### src/rtl/breakout_sched_pkg.sv
// Shared types and field widths for the sprite draw scheduler.
package breakout_sched_pkg;

  localparam int unsigned X_W   = 8;
  localparam int unsigned Y_W   = 7;
  localparam int unsigned COL_W = 3;

  typedef enum logic [2:0] {
    IDLE,
    ARB,
    GRANT_FIRST,
    GRANT,
    RELEASE,
    ROUND_END
  } sched_state_e;

  typedef struct packed {
    logic [X_W-1:0]   x;
    logic [Y_W-1:0]   y;
    logic [COL_W-1:0] colour;
    logic             plot;
  } pixel_t;

endpackage

### src/rtl/rr_pick.sv
// Rotating-priority encoder: first set bit of pending at or above rr_ptr, with wrap.
module rr_pick #(
  parameter int unsigned N_REQ = 3,
  localparam int unsigned IDX_W = (N_REQ > 1) ? $clog2(N_REQ) : 1
) (
  input  logic [N_REQ-1:0] pending,
  input  logic [IDX_W-1:0] rr_ptr,
  output logic [IDX_W-1:0] idx,
  output logic             any
);

  localparam int unsigned SUM_W = IDX_W + 1;

  logic [N_REQ-1:0] rot;
  logic [IDX_W-1:0] off;
  logic [SUM_W-1:0] sum;

  always_comb begin
    rot = N_REQ'({pending, pending} >> rr_ptr);
    off = '0;
    // Descending scan so the smallest offset from rr_ptr wins.
    for (int k = N_REQ - 1; k >= 0; k--) begin
      if (rot[k]) off = IDX_W'(k);
    end
    sum = {1'b0, rr_ptr} + {1'b0, off};
    if (sum >= SUM_W'(N_REQ)) sum = sum - SUM_W'(N_REQ);
    idx = sum[IDX_W-1:0];
    any = |pending;
  end

endmodule

### src/rtl/sprite_draw_scheduler.sv
// Round-based arbiter sharing the VGA adapter write port among sprite controllers.
// Optional per-grant watchdog compiled in with SCHED_WATCHDOG_EN.
module sprite_draw_scheduler
  import breakout_sched_pkg::*;
#(
  parameter int unsigned N_REQ   = 3,
  parameter int unsigned TIMEOUT = 1023
) (
  input  logic                   clock,
  input  logic                   reset_state,
  input  logic                   frame_tick,
  input  logic [N_REQ-1:0]       req,
  input  logic [N_REQ-1:0]       done,
  input  logic [X_W*N_REQ-1:0]   x_in,
  input  logic [Y_W*N_REQ-1:0]   y_in,
  input  logic [COL_W*N_REQ-1:0] colour_in,
  input  logic [N_REQ-1:0]       plot_in,
  output logic [N_REQ-1:0]       enable_state,
  output logic [X_W-1:0]         vga_x,
  output logic [Y_W-1:0]         vga_y,
  output logic [COL_W-1:0]       vga_colour,
  output logic                   vga_plot,
  output logic                   busy,
  output logic                   round_done,
  output logic                   overrun,
  output logic [N_REQ-1:0]       fault
);

  localparam int unsigned IDX_W = (N_REQ > 1) ? $clog2(N_REQ) : 1;

  if (TIMEOUT == 0 || N_REQ == 0) begin : g_param_chk
    $error("sprite_draw_scheduler: TIMEOUT and N_REQ must be nonzero");
  end

  sched_state_e     state_q, state_d;
  logic [N_REQ-1:0] pending_q, pending_d;
  logic [IDX_W-1:0] rr_ptr_q, rr_ptr_d;
  logic [IDX_W-1:0] gnt_idx_q, gnt_idx_d;
  logic             overrun_q, overrun_d;
  logic [IDX_W-1:0] pick_idx;
  logic             pick_any;
  pixel_t           pix_c;

`ifdef SCHED_WATCHDOG_EN
  localparam int unsigned CNT_W = $clog2(TIMEOUT + 1);
  logic [CNT_W-1:0] cnt_q, cnt_d;
  logic [N_REQ-1:0] fault_q, fault_d;
  assign fault = fault_q;
`else
  assign fault = '0;
`endif

  rr_pick #(.N_REQ(N_REQ)) u_pick (
    .pending (pending_q),
    .rr_ptr  (rr_ptr_q),
    .idx     (pick_idx),
    .any     (pick_any)
  );

  // Granted requester's pixel fields.
  always_comb begin
    pix_c = '0;
    for (int i = 0; i < N_REQ; i++) begin
      if (gnt_idx_q == IDX_W'(i)) begin
        pix_c.x      = x_in[i*X_W +: X_W];
        pix_c.y      = y_in[i*Y_W +: Y_W];
        pix_c.colour = colour_in[i*COL_W +: COL_W];
        pix_c.plot   = plot_in[i];
      end
    end
  end

  assign busy    = (state_q != IDLE);
  assign overrun = overrun_q;

  always_comb begin
    state_d      = state_q;
    pending_d    = pending_q;
    rr_ptr_d     = rr_ptr_q;
    gnt_idx_d    = gnt_idx_q;
    overrun_d    = overrun_q | (frame_tick & (state_q != IDLE));
    enable_state = '0;
    vga_x        = '0;
    vga_y        = '0;
    vga_colour   = '0;
    vga_plot     = 1'b0;
    round_done   = 1'b0;
`ifdef SCHED_WATCHDOG_EN
    cnt_d        = cnt_q;
    fault_d      = fault_q;
`endif
    if (state_q == GRANT_FIRST || state_q == GRANT) begin
      vga_x      = pix_c.x;
      vga_y      = pix_c.y;
      vga_colour = pix_c.colour;
      vga_plot   = pix_c.plot;
`ifdef SCHED_WATCHDOG_EN
      cnt_d      = cnt_q + CNT_W'(1);
`endif
    end
    case (state_q)
      IDLE: begin
        if (frame_tick) begin
          pending_d = req;
          state_d   = ARB;
        end
      end
      ARB: begin
        if (!pick_any) begin
          state_d = ROUND_END;
        end else begin
          gnt_idx_d = pick_idx;
          state_d   = GRANT_FIRST;
`ifdef SCHED_WATCHDOG_EN
          cnt_d     = '0;
`endif
        end
      end
      GRANT_FIRST: begin
        // Requester is still in its previous hold state, so done is not consulted.
        enable_state[gnt_idx_q] = 1'b1;
        state_d                 = GRANT;
      end
      GRANT: begin
        enable_state[gnt_idx_q] = ~done[gnt_idx_q];
        if (done[gnt_idx_q]) begin
          pending_d[gnt_idx_q] = 1'b0;
          state_d              = RELEASE;
        end
`ifdef SCHED_WATCHDOG_EN
        else if (cnt_q == CNT_W'(TIMEOUT - 1)) begin
          fault_d[gnt_idx_q]   = 1'b1;
          pending_d[gnt_idx_q] = 1'b0;
          state_d              = RELEASE;
        end
`endif
      end
      RELEASE: state_d = ARB;
      ROUND_END: begin
        round_done = 1'b1;
        rr_ptr_d   = (rr_ptr_q == IDX_W'(N_REQ - 1)) ? '0 : rr_ptr_q + IDX_W'(1);
        state_d    = IDLE;
      end
      default: state_d = IDLE;
    endcase
  end

  always_ff @(posedge clock or negedge reset_state) begin
    if (!reset_state) begin
      state_q   <= IDLE;
      pending_q <= '0;
      rr_ptr_q  <= '0;
      gnt_idx_q <= '0;
      overrun_q <= 1'b0;
`ifdef SCHED_WATCHDOG_EN
      cnt_q     <= '0;
      fault_q   <= '0;
`endif
    end else begin
      state_q   <= state_d;
      pending_q <= pending_d;
      rr_ptr_q  <= rr_ptr_d;
      gnt_idx_q <= gnt_idx_d;
      overrun_q <= overrun_d;
`ifdef SCHED_WATCHDOG_EN
      cnt_q     <= cnt_d;
      fault_q   <= fault_d;
`endif
    end
  end

endmodule

### config.mk
export PLATFORM = sky130hd
export DESIGN_NAME = sprite_draw_scheduler
export DESIGN_NICKNAME = d
export VERILOG_FILES = /design/src/rtl/breakout_sched_pkg.sv /design/src/rtl/rr_pick.sv /design/src/rtl/sprite_draw_scheduler.sv
export SDC_FILE = /design/constraint.sdc
export NUM_CORES = 1
export LEC_CHECK = 0
export CAP_MARGIN = 5
export CELL_PAD_IN_SITES_DETAIL_PLACEMENT = 1
export CELL_PAD_IN_SITES_GLOBAL_PLACEMENT = 1
export CORE_UTILIZATION = 45
export CTS_CLUSTER_DIAMETER = 120
export DETAILED_ROUTE_END_ITERATION = 8
export DONT_BUFFER_PORTS = 1
export GPL_TIMING_DRIVEN = 0
export PLACE_DENSITY_LB_ADDON = 0.1
export SYNTH_ARGS = -nofsm -noshare
export SYNTH_HDL_FRONTEND = slang
export SYNTH_SLANG_ARGS = --single-unit
### constraint.sdc
create_clock -name clock -period 6.3 [get_ports clock]
set_clock_uncertainty 0.2 [all_clocks]
set_input_delay 0.315 -clock clock [delete_from_list [all_inputs] [get_ports clock]]
set_output_delay 0.315 -clock clock [all_outputs]
set_load 0.03 [all_outputs]
==> results of run 1 <==
==> critical path, delay by kind of cell (launching register included) <==
kind	cells	cell delay [ns]
adders and majority gates	3	0.87
and+or+nand+nor	2	0.46
DFF	1	0.39
AOI/OAI and AO/OA	3	0.36
buffers and inverters	3	0.32
muxes	1	0.29
==> metrics by stage <==
stage	utilization	total power (W)	cells	cell area, um2	worst slack [ns]
after floorplan	-	0.000701	177	1320	3.59
after global routing	0.521	0.000942	216	1440	2.98
after CTS	0.521	0.000872	216	1440	3.28
final	0.521	0.000865	216	1440	3.30
after global placement	0.493	0.000768	208	1360	3.35
after detailed placement	0.497	0.000813	208	1370	3.29
==> layer usage <==
| layer | up-vias | GRT usage | routed length, um |
|---|---|---|---|
| met5 | - | 0 | 0 |
| met2 | 56 | 0.405 | 1810 |
| met4 | 0 | 0.0383 | 19 |
| met1 | 616 | 0.273 | 1460 |
| met3 | 2 | 0.0581 | 231 |
| li1 | 618 | - | - |
==> cells by family after synthesis <==
| logic type | count (synthesis) |
|---|---|
| AO/OA/AOI/OAI | 47 |
| other | 1 |
| buffers and inverters | 26 |
| multiplexers | 22 |
| flip-flops | 11 |
| AND/OR/NAND/NOR | 65 |
| adder cells (fa/ha/maj) | 3 |
==> state kept, by name (all words and copies together), names as in the netlist <==
signal,count
state_q,3
gnt_idx_q,2
pending_q,3
overrun,1
rr_ptr_q,2
==> placed cells by master, fill, tap and decap left out, types with 3 or more instances in the layout <==
cell and n:
nand2_1 4, a21oi_1 24, buf_4 7, nor2_1 42
conb_1 3, dfrtp_1 11, o21ai_0 6, nor3_1 4
clkbuf_4 3, a21o_1 3, nand2b_1 3, mux2i_1 21
clkbuf_1 6, dlygate4sd3_1 4, inv_1 11
==> power by group <==
group          internal (W)  total (W)  switching [W]
Clock             0.0000246  0.0000513      0.0000268
Sequential         0.000101   0.000137      0.0000359
Combinational      0.000235   0.000677       0.000442
Total              0.000360   0.000865       0.000505
==> final cells by class <==
class | count | area, um2
plain buffers | 15 | 98.8
clock buffers | 4 | 26.3
fillers | 370 | 1320
inverters | 11 | 41.3
multi-input cells | 140 | 917
flip-flops and latches | 11 | 275
well taps | 31 | 38.8
repair buffers | 4 | 40.0
==> final timing paths <==
| check | startpoint | cells past startpoint | endpoint | slack (ns) |
|---|---|---|---|---|
| worst min register to register | rr_ptr_q[1]$_DFFE_PN0P_ | 1 | rr_ptr_q[1]$_DFFE_PN0P_ | 0.38 |
| worst max register to register | rr_ptr_q[0]$_DFFE_PN0P_ | 12 | gnt_idx_q[1]$_DFFE_PN0P_ | 3.30 |
| min in group asynchronous | reset_state | 1 | pending_q[2]$_DFFE_PN0P_ | 0.26 |
| worst max-delay path | rr_ptr_q[0]$_DFFE_PN0P_ | 12 | gnt_idx_q[1]$_DFFE_PN0P_ | 3.30 |
| worst min-delay path | req[0] | 2 | pending_q[0]$_DFFE_PN0P_ | 0.03 |
| max in group asynchronous | reset_state | 1 | rr_ptr_q[1]$_DFFE_PN0P_ | 5.28 |
==> results.md, run 1 <==
- Outcome: finished clean
- Critical path cell sequence: clkbuf_1 -> nor3_1 -> a31oi_1 -> o21ai_0 -> ha_1 -> inv_1 -> fa_1 -> inv_1 -> ha_1 -> nor2b_1 -> a21oi_1 -> mux2_1
- CP endpoint kind: flop
- CTS max path bufs: 2
- Compound-Gate Fraction of Synth Area: 0.238
- Setup TNS: 0 ns
- Final WL: 3510 um
- Top-Level Pins: 94
- Core area: about 2800 um2
- Syn. warnings: 0
- HPWL after DPL: 2780 um
- Seq/Total Area, Yosys: 0.210
- Initial DRC count: 59
- Root buffer cell: clkbuf_4
- CP max stage delay: roughly 0.52 ns
- # H-tree levels: 1
- Worst rel slew slack: 0.307
- DRC: 0
- Async S/R FF share, synth: 1.00
- Xor-xnor portion of the synthesized cell area: 0
- Initial antenna violation count: 0
- Syn Inst Count: around 180
- Maximum VDD drop: 341 uV
- Largest net degree at the start of global routing: 12
- Most frequent cells after synthesis: nor2_1, a21oi_1, mux2i_1
- Layout cells sized above 1: 0.119
- DRT Pass-1 Iters: 4
- P_leak: 0.673 nW
- RSZ-0062 raised after global routing: false
- Die W: ~56 um
- Adder-cell share of the synthesized area: 0.0343
- Final GP Congestion: 0.790
- Final-report max-slew violation count: 0
- N_diodes: 0
- Worst-path maximum fanout: 10
- Critical path's slowest cell: fa_1
- Hold Vio Cnt, Final: 0
- Fin crit share: 0.477
- Hold Path Class: input port to flop
- Initial core utilization: 0.476
- Postcts setup bufs: 0
- Max-cap violation count: 0
- Worst-Skew Late Latency: 0.27 ns
- Routed Antenna Nets: 0
- Critical path type: flop to flop
- Routed len/inst: 16.3 um
- Vias per Instance: ~6
- CTS Sinks: 11
- Most used DFF post-synth: dfrtp_1
- Most common cell in the netlist: nor2_1
- First-pass GRT wire length: around 5700 um
- Pwr dens: 602 nW/um2
- Hold_buf cts: 4
- Area share of the largest cell type after synthesis: 0.210
- Multiplexer area fraction after synthesis: 0.169
- Nets@finish: between 200 and 300
- Setup violators final: 0
- CTS resizes: 0
- Synth Register Bits: 11
- Area grow syn2layout: 9.53%
- Number of global-route vias before repair: 1283
- Syn avg cell area: roughly 7.5 um2
- IO Port Bufs: 0
- Worst-Margin Slew: about 1.0 ns
- Min Clock Period, post-route: approximately 3 ns
- Max Freq: roughly 330 MHz
- Largest area contributor in the netlist: dfrtp_1
- GRT Util Overall: 0.225
- Crit path launch type: flop
- Cell Rows: 19
- Netlist cell types: 38
- DIE AREA: approximately 3100 um2
- Chip height: 56.0 um
- Synth Area in Simple Gates: 0.239
- Mapped Area: 1310 um2
- EDFF count, synth: 0
- Final hold slack: 0.0282 ns
- Largest family of logic cells by synthesized area: simple AND/OR/NAND/NOR gates
- TritonCTS buffer count: 3
- Worst Path Required: around 6.3 ns
- Clock slew at reported path FFs: 0.08 ns
- CTS tree: built
- Remaining Overflow, GRT: 0
- Critical Path AT: about 3.0 ns
- Ranking of synthesized cells by area: dfrtp_1, mux2i_1, nor2_1
- Via count: approximately 1300
Note: power is estimated with default switching activity, not from simulation.
==> inputs of run 2 (changes only) <==
CORE_UTILIZATION = 42   (was 45)
clock period = 2.8 ns   (was 6.3 ns; I/O delays follow)
==> run 2 against run 1 <==
  * The run now ends with DRC, setup timing left
  * Count of clock-buffer cells in the layout unchanged
  * Die area increased by 6.9%
  * Via count increased by 5.0%
  * Critical path depth unchanged
  * Total power increased to 2.7 times the previous value
  * Register-to-register slack got worse by 3.3 ns
  * Global-route usage increased by 0.46 points
  * Routed wire length increased by 15%
==> results.md, run 2 (same netlist as run 1, synthesis figures left out) <==
- Max-cap violation count: 0 (unchanged)
- Routed Antenna Nets: 0 (unchanged)
- CTS max path bufs: 2 (unchanged)
- Critical path type: flop to flop
- Top-Level Pins: 94 (unchanged)
- Largest regs: pending_q (3), state_q (3)
- Crit path launch type: flop
- HPWL after DPL: 2770 um (-0.52%)
- Violated checks: DRC, setup timing
- First-pass GRT wire length: 5930 um (+4.1%)
- Power share of the clock group: 0.051 (-0.008)
- Largest net degree at the start of global routing: 12 (unchanged)
- Worst-path maximum fanout: 4 (-6)
- Sw frac: 0.562 (-0.0220)
- Critical Path AT: 2.77 ns (-0.20 ns)
- Die W: 57.9 um (+3.4%)
- Final setup margin: -0.00477 ns (-3.30 ns)
- Number of global-route vias before repair: 1302 (+1.5%)
- Vias per Instance: 6.00 (+0.38%)
- Hold Path Class: input port to flop
- Post-Place Worst Slack: -0.204 ns (-3.50 ns)
- IO Port Bufs: 0 (unchanged)
- Min Clock Period, post-route: 2.80 ns (-0.200 ns)
- Util after Layout: 0.559 (+0.0379)
- Max Freq: 357 MHz (+7.1%)
- Clock slew at reported path FFs: 0.08 ns (about the same)
- R2R Setup Slk: -0.005 ns (-3.30 ns)
- Initial DRC count: 75 (+27%)
- Worst Path Required: 2.77 ns (-3.49 ns)
- Final WL: 4040 um (+15%)
- Cell Rows: 19 (unchanged)
- RSZ-0062 raised after global routing: true
- DRC: 6 (+6)
- DRT Pass-1 Iters: 6 (+2)
- Root buffer cell: clkbuf_4
- CTS tree: built
- Maximum VDD drop: 612 uV (+80%)
- DIE AREA: 3350 um2 (+6.9%)
- CP endpoint kind: flop
- Routed len/inst: 17.9 um (+10%)
- Remaining Overflow, GRT: 0 (unchanged)
- Nets@finish: 265 (+3.9%)
- Initial antenna violation count: 0 (unchanged)
- Sequential share of power: 0.135 (-0.024)
- Outcome: complete, but fails checks
- Psw: 0.00131 W (+160%)
- Worst-Skew Late Latency: 0.28 ns (about the same)
- TritonCTS buffer count: 3 (unchanged)
- Fin crit share: 1.00 (+0.525)
- Pwr dens: 1460 nW/um2 (+140%)
- Final-report max-slew violation count: 0 (unchanged)
- Via count: 1357 (+5.0%)
- Initial core utilization: 0.460 (-0.0159)
- Hold Vio Cnt, Final: 0 (unchanged)
- Worst rel slew slack: 0.353 (+0.0460)
- Most frequent cells in the layout: nor2_1, mux2i_1, a21oi_1
- Combinational share of power: 0.814 (+0.032)
- Pint: 0.00102 W (+180%)
- GRT Util Overall: 0.230 (+0.00456)
- Layout cells sized above 1: 0.241 (+0.122)
- CTS Sinks: 11 (unchanged)
- # H-tree levels: 1 (unchanged)
- Core area: 2850 um2 (+3.4%)
- Chip height: 57.9 um (+3.4%)
- Area grow syn2layout: 21.5%
- Worst-Margin Slew: 0.965 ns (-0.0686 ns)
- Most common cell after layout, fill and taps aside: nor2_1
- P_leak: 0.738 nW (+9.7%)
- Final GP Congestion: 0.748 (-5.4%)
- Setup violators final: 1 (+1)
- N_diodes: 0 (unchanged)
-- run 2: cell types whose count changed in the layout (fill, tap and decap cells not counted), moves of 3 or more --
cell     delta
a21oi_2     +3
o21ai_1     +3
o21ai_0     -3
dfrtp_1     -3
a21oi_1     -3
dfrtp_2     +3
buf_4       +8
-- run 2: cell type report --
type	instances	area (um2)
inverter	11	41.3
multi-input combinational	140	978
clock buffer	4	26.3
tap	31	38.8
sequential	11	279
buffer	15	110
fill	368	1260
timing repair buffer	14	121
-- run 2: worst paths after layout --
kind / startpoint / end / cells past startpoint
hold / removal: frame_tick / pending_q[2]$_DFFE_PN0P_ / 3
setup reg to reg: pending_q[0]$_DFFE_PN0P_ / gnt_idx_q[1]$_DFFE_PN0P_ / 12
min in group asynchronous: reset_state / rr_ptr_q[1]$_DFFE_PN0P_ / 1
max in group asynchronous: reset_state / pending_q[2]$_DFFE_PN0P_ / 1
hold reg to reg: rr_ptr_q[1]$_DFFE_PN0P_ / rr_ptr_q[1]$_DFFE_PN0P_ / 1
setup / recovery: pending_q[0]$_DFFE_PN0P_ / gnt_idx_q[1]$_DFFE_PN0P_ / 12
-- run 2: power by group through the flow --
| stage | clock network [W] | registers (W) | logic (W) |
|---|---|---|---|
| floorplan | 0 | 0.000285 | 0.00129 |
| global placement | 0 | 0.000303 | 0.00144 |
| detailed placement | 0 | 0.000310 | 0.00153 |
| CTS | 0.000120 | 0.000308 | 0.00161 |
| global route | 0.000128 | 0.000326 | 0.00205 |
| finish | 0.000118 | 0.000315 | 0.00190 |
-- run 2: routing by layer --
metal  track usage  routed length (um)
met1         0.252                1560
met2         0.440                2170
met3        0.0491                 253
met4        0.0646                  61
met5             0                   0
-- run 2: timing repair --
action	4_1_cts	5_1_grt
pin swaps	1	8
endpoints found under the hold margin	16	0
setup endpoints to repair	2	2
setup buffers	0	9
hold buffers	5	0
resized for setup	9	17
-- run 2: critical path: stages (launching register included) --
cell and delay, ns:
dfrtp_2 0.41, inv_1 0.11, nor3_2 0.20, a31oi_1 0.06, o21ai_1 0.16, ha_2 0.19, inv_2 0.04, fa_1 0.59
inv_2 0.06, ha_4 0.21, a21oi_2 0.14, a21oi_2 0.05, mux2_4 0.26
-- run 2: through the flow --
step	power (W)	setup TNS, ns	cell area (um2)	std cells	hold WS, ns
floorplan	0.00158	0	1320	177	-0.356
global placement	0.00174	-0.0691	1360	208	-0.355
detailed placement	0.00184	-0.307	1370	208	-0.355
CTS	0.00204	0	1470	217	0.0133
global route	0.00251	-0.229	1600	226	0.0300
finish	0.00233	-0.00477	1600	226	0.0181
==> inputs of run 3 (changes only) <==
CELL_PAD_IN_SITES_DETAIL_PLACEMENT = 0   (was 1)
CTS_CLUSTER_SIZE = 16   (was unset)
==> run 3 against run 2 <==
  * The run ends with DRC left
  * Total power shrank 6.6%
  * Core utilization is 1.8 points lower
  * Cell count down 2.2%
  * First-iteration DRC count decreased by 28%
  * Clock power decreased by 4%
  * Sequential power barely moved
  * Design area is 3.2% lower
  * Maximum frequency rose by 2.6%
  * Critical endpoint unchanged
==> results.md, run 3 (same netlist as run 1, synthesis figures left out) <==
- Core area: 2850 um2 (unchanged)
- # H-tree levels: 1 (unchanged)
- Largest regs: pending_q (3), state_q (3)
- Critical Path AT: 2.70 ns (-0.07 ns)
- Util after Layout: 0.541 (-0.0180)
- Outcome: complete, but fails checks
- Remaining Overflow, GRT: 0 (unchanged)
- P_leak: 0.709 nW (-3.9%)
- Finished Cell Area: 1540 um2 (-3.2%)
- Critical path type: flop to flop
- HPWL after DPL: 2460 um (-11%)
- Worst rel slew slack: 0.331 (-0.0220)
- Chip height: 57.9 um (unchanged)
- Most frequent cells in the layout: nor2_1, a21oi_1, mux2i_1
- IO Port Bufs: 0 (unchanged)
- Worst-path maximum fanout: 7 (+3)
- Worst Path Required: 2.76 ns (about the same)
- Dpl cells: 208 (unchanged)
- Largest net degree at the start of global routing: 12 (unchanged)
- Top-Level Pins: 94 (unchanged)
- CP endpoint kind: flop
- Nets@finish: 260 (-1.9%)
- Number of global-route vias before repair: 1145 (-12%)
- Cell Area, Placed: 1370 um2 (unchanged)
- Crit path launch type: flop
- Clock slew at reported path FFs: 0.07 ns (about the same)
- CP max stage delay: 0.47 ns (-0.12 ns)
- Initial antenna violation count: 0 (unchanged)
- First-pass GRT wire length: 4770 um (-20%)
- Cell Rows: 19 (unchanged)
- Hold Path Class: input port to flop
- Initial DRC count: 54 (-28%)
- Final Power: 0.00217 W (-6.6%)
- CTS tree: built
- CTS max path bufs: 2 (unchanged)
- Buf/Inv on CP: 3 (unchanged)
- Setup violators final: 0 (-1)
- Most common cell after layout, fill and taps aside: nor2_1
- DRC: 6 (unchanged)
- Routed len/inst: 15.0 um (-16%)
- Worst-Skew Late Latency: 0.27 ns (about the same)
- Layout cells sized above 1: 0.216 (-0.0252)
- Routed Antenna Nets: 0 (unchanged)
- Fin crit share: 0.976 (-0.0252)
- DIE AREA: 3350 um2 (unchanged)
- Min Clock Period, post-route: 2.73 ns (-0.0707 ns)
- Final-report max-slew violation count: 0 (unchanged)
- Die W: 57.9 um (unchanged)
- Via count: 1279 (-5.7%)
- Max Freq: 366 MHz (+2.6%)
- CTS Sinks: 11 (unchanged)
- Critical path's slowest cell: fa_2
- Violated checks: DRC
- Pwr dens: 1410 nW/um2 (-3.4%)
- Setup TNS: 0 ns (+0.00477 ns)
- Maximum VDD drop: 649 uV (+6.0%)
- Max-cap violation count: 0 (unchanged)
- DRT Pass-1 Iters: 6 (unchanged)
- Vias per Instance: 5.79 (-3.6%)
- Critical path cell sequence: buf_6 -> and3b_1 -> o21ai_0 -> o21ai_1 -> ha_2 -> inv_1 -> fa_2 -> inv_2 -> ha_4 -> nor2b_4 -> a21oi_2 -> a21oi_2 -> mux2_4
- TritonCTS buffer count: 3 (unchanged)
- Root buffer cell: clkbuf_4
- Worst-Margin Slew: 0.998 ns (+0.0327 ns)
- Hold Vio Cnt, Final: 0 (unchanged)
- N_diodes: 0 (unchanged)
- CP top delay family: adder cells
- Final GP Congestion: 0.748 (unchanged)
- Final WL: 3320 um (-18%)
- Crit path top cell by count: a21oi_2
- Initial core utilization: 0.460 (unchanged)
- Area grow syn2layout: 17.6%
- Final Non-Filler Cells: 221 (-2.2%)
- GRT Util Overall: 0.180 (-0.0499)
-- run 3: changes by cell type in the layout (fill, tap and decap cells not counted) --
cell and change:
a21oi_1 +1, a21oi_2 -1, buf_4 -4, buf_8 -1, fa_1 -1, fa_2 +1
nor3_1 +1, nor3_2 -1, o21ai_0 +1, o21ai_1 -1
-- run 3: path summary, 6_finish.rpt --
| path | from | end | slack [ns] | cells after the start |
|---|---|---|---|---|
| max | rr_ptr_q[0]$_DFFE_PN0P_ | gnt_idx_q[1]$_DFFE_PN0P_ | 0.07 | 13 |
| min | frame_tick | pending_q[1]$_DFFE_PN0P_ | 0.01 | 3 |
| max reg2reg | rr_ptr_q[0]$_DFFE_PN0P_ | gnt_idx_q[1]$_DFFE_PN0P_ | 0.07 | 13 |
| min reg2reg | rr_ptr_q[1]$_DFFE_PN0P_ | rr_ptr_q[1]$_DFFE_PN0P_ | 0.36 | 1 |
| max in group asynchronous | reset_state | pending_q[1]$_DFFE_PN0P_ | 1.94 | 1 |
| min in group asynchronous | reset_state | rr_ptr_q[1]$_DFFE_PN0P_ | 0.08 | 1 |
-- run 3: routing by layer --
metal	vias up	share of wire	global-route usage
met5	-	0	0
met4	0	0.0045	0.0408
met3	2	0.074	0.0379
met2	60	0.51	0.323
met1	584	0.41	0.220
li1	633	-	-
-- run 3: worst register-to-register path, stage by stage (launching register included) --
cell,delay [ns]
dfrtp_1,0.39
buf_6,0.14
and3b_1,0.19
o21ai_0,0.17
o21ai_1,0.10
ha_2,0.18
inv_1,0.07
fa_2,0.47
inv_2,0.08
ha_4,0.13
nor2b_4,0.05
a21oi_2,0.14
a21oi_2,0.04
mux2_4,0.25
-- run 3: cell type report --
class	count	area (um2)
Clock buffer	4	26.3
Buffer	15	106
Fill cell	272	1310
Sequential cell	11	279
Multi-Input combinational cell	140	972
Inverter	11	41.3
Timing Repair Buffer	9	80.1
Tap cell	31	38.8
-- run 3: per-stage QoR --
step                      hold WS (ns)  setup WS (ns)
final                           0.0107         0.0659
after global routing            0.0158        -0.0414
after CTS                       0.0107         0.0125
after detailed placement        -0.355         -0.162
after global placement          -0.355        -0.0691
after floorplan                 -0.356         0.0868
-- run 3: report_power, final --
part	internal [W]	switching (W)	leakage, nW	total (W)
Combinational	0.000673	0.00107	0.566	0.00175
Sequential	0.000233	0.0000839	0.128	0.000317
Clock	0.0000553	0.0000574	0.0150	0.000113
-- run 3: timing repair --
item	4_1_cts	5_1_grt
hold buffers	5	0
hold endpoints to repair	16	0
setup endpoints to repair	2	2
pin swaps	1	5
gates resized for setup	4	18
buffers inserted	0	4
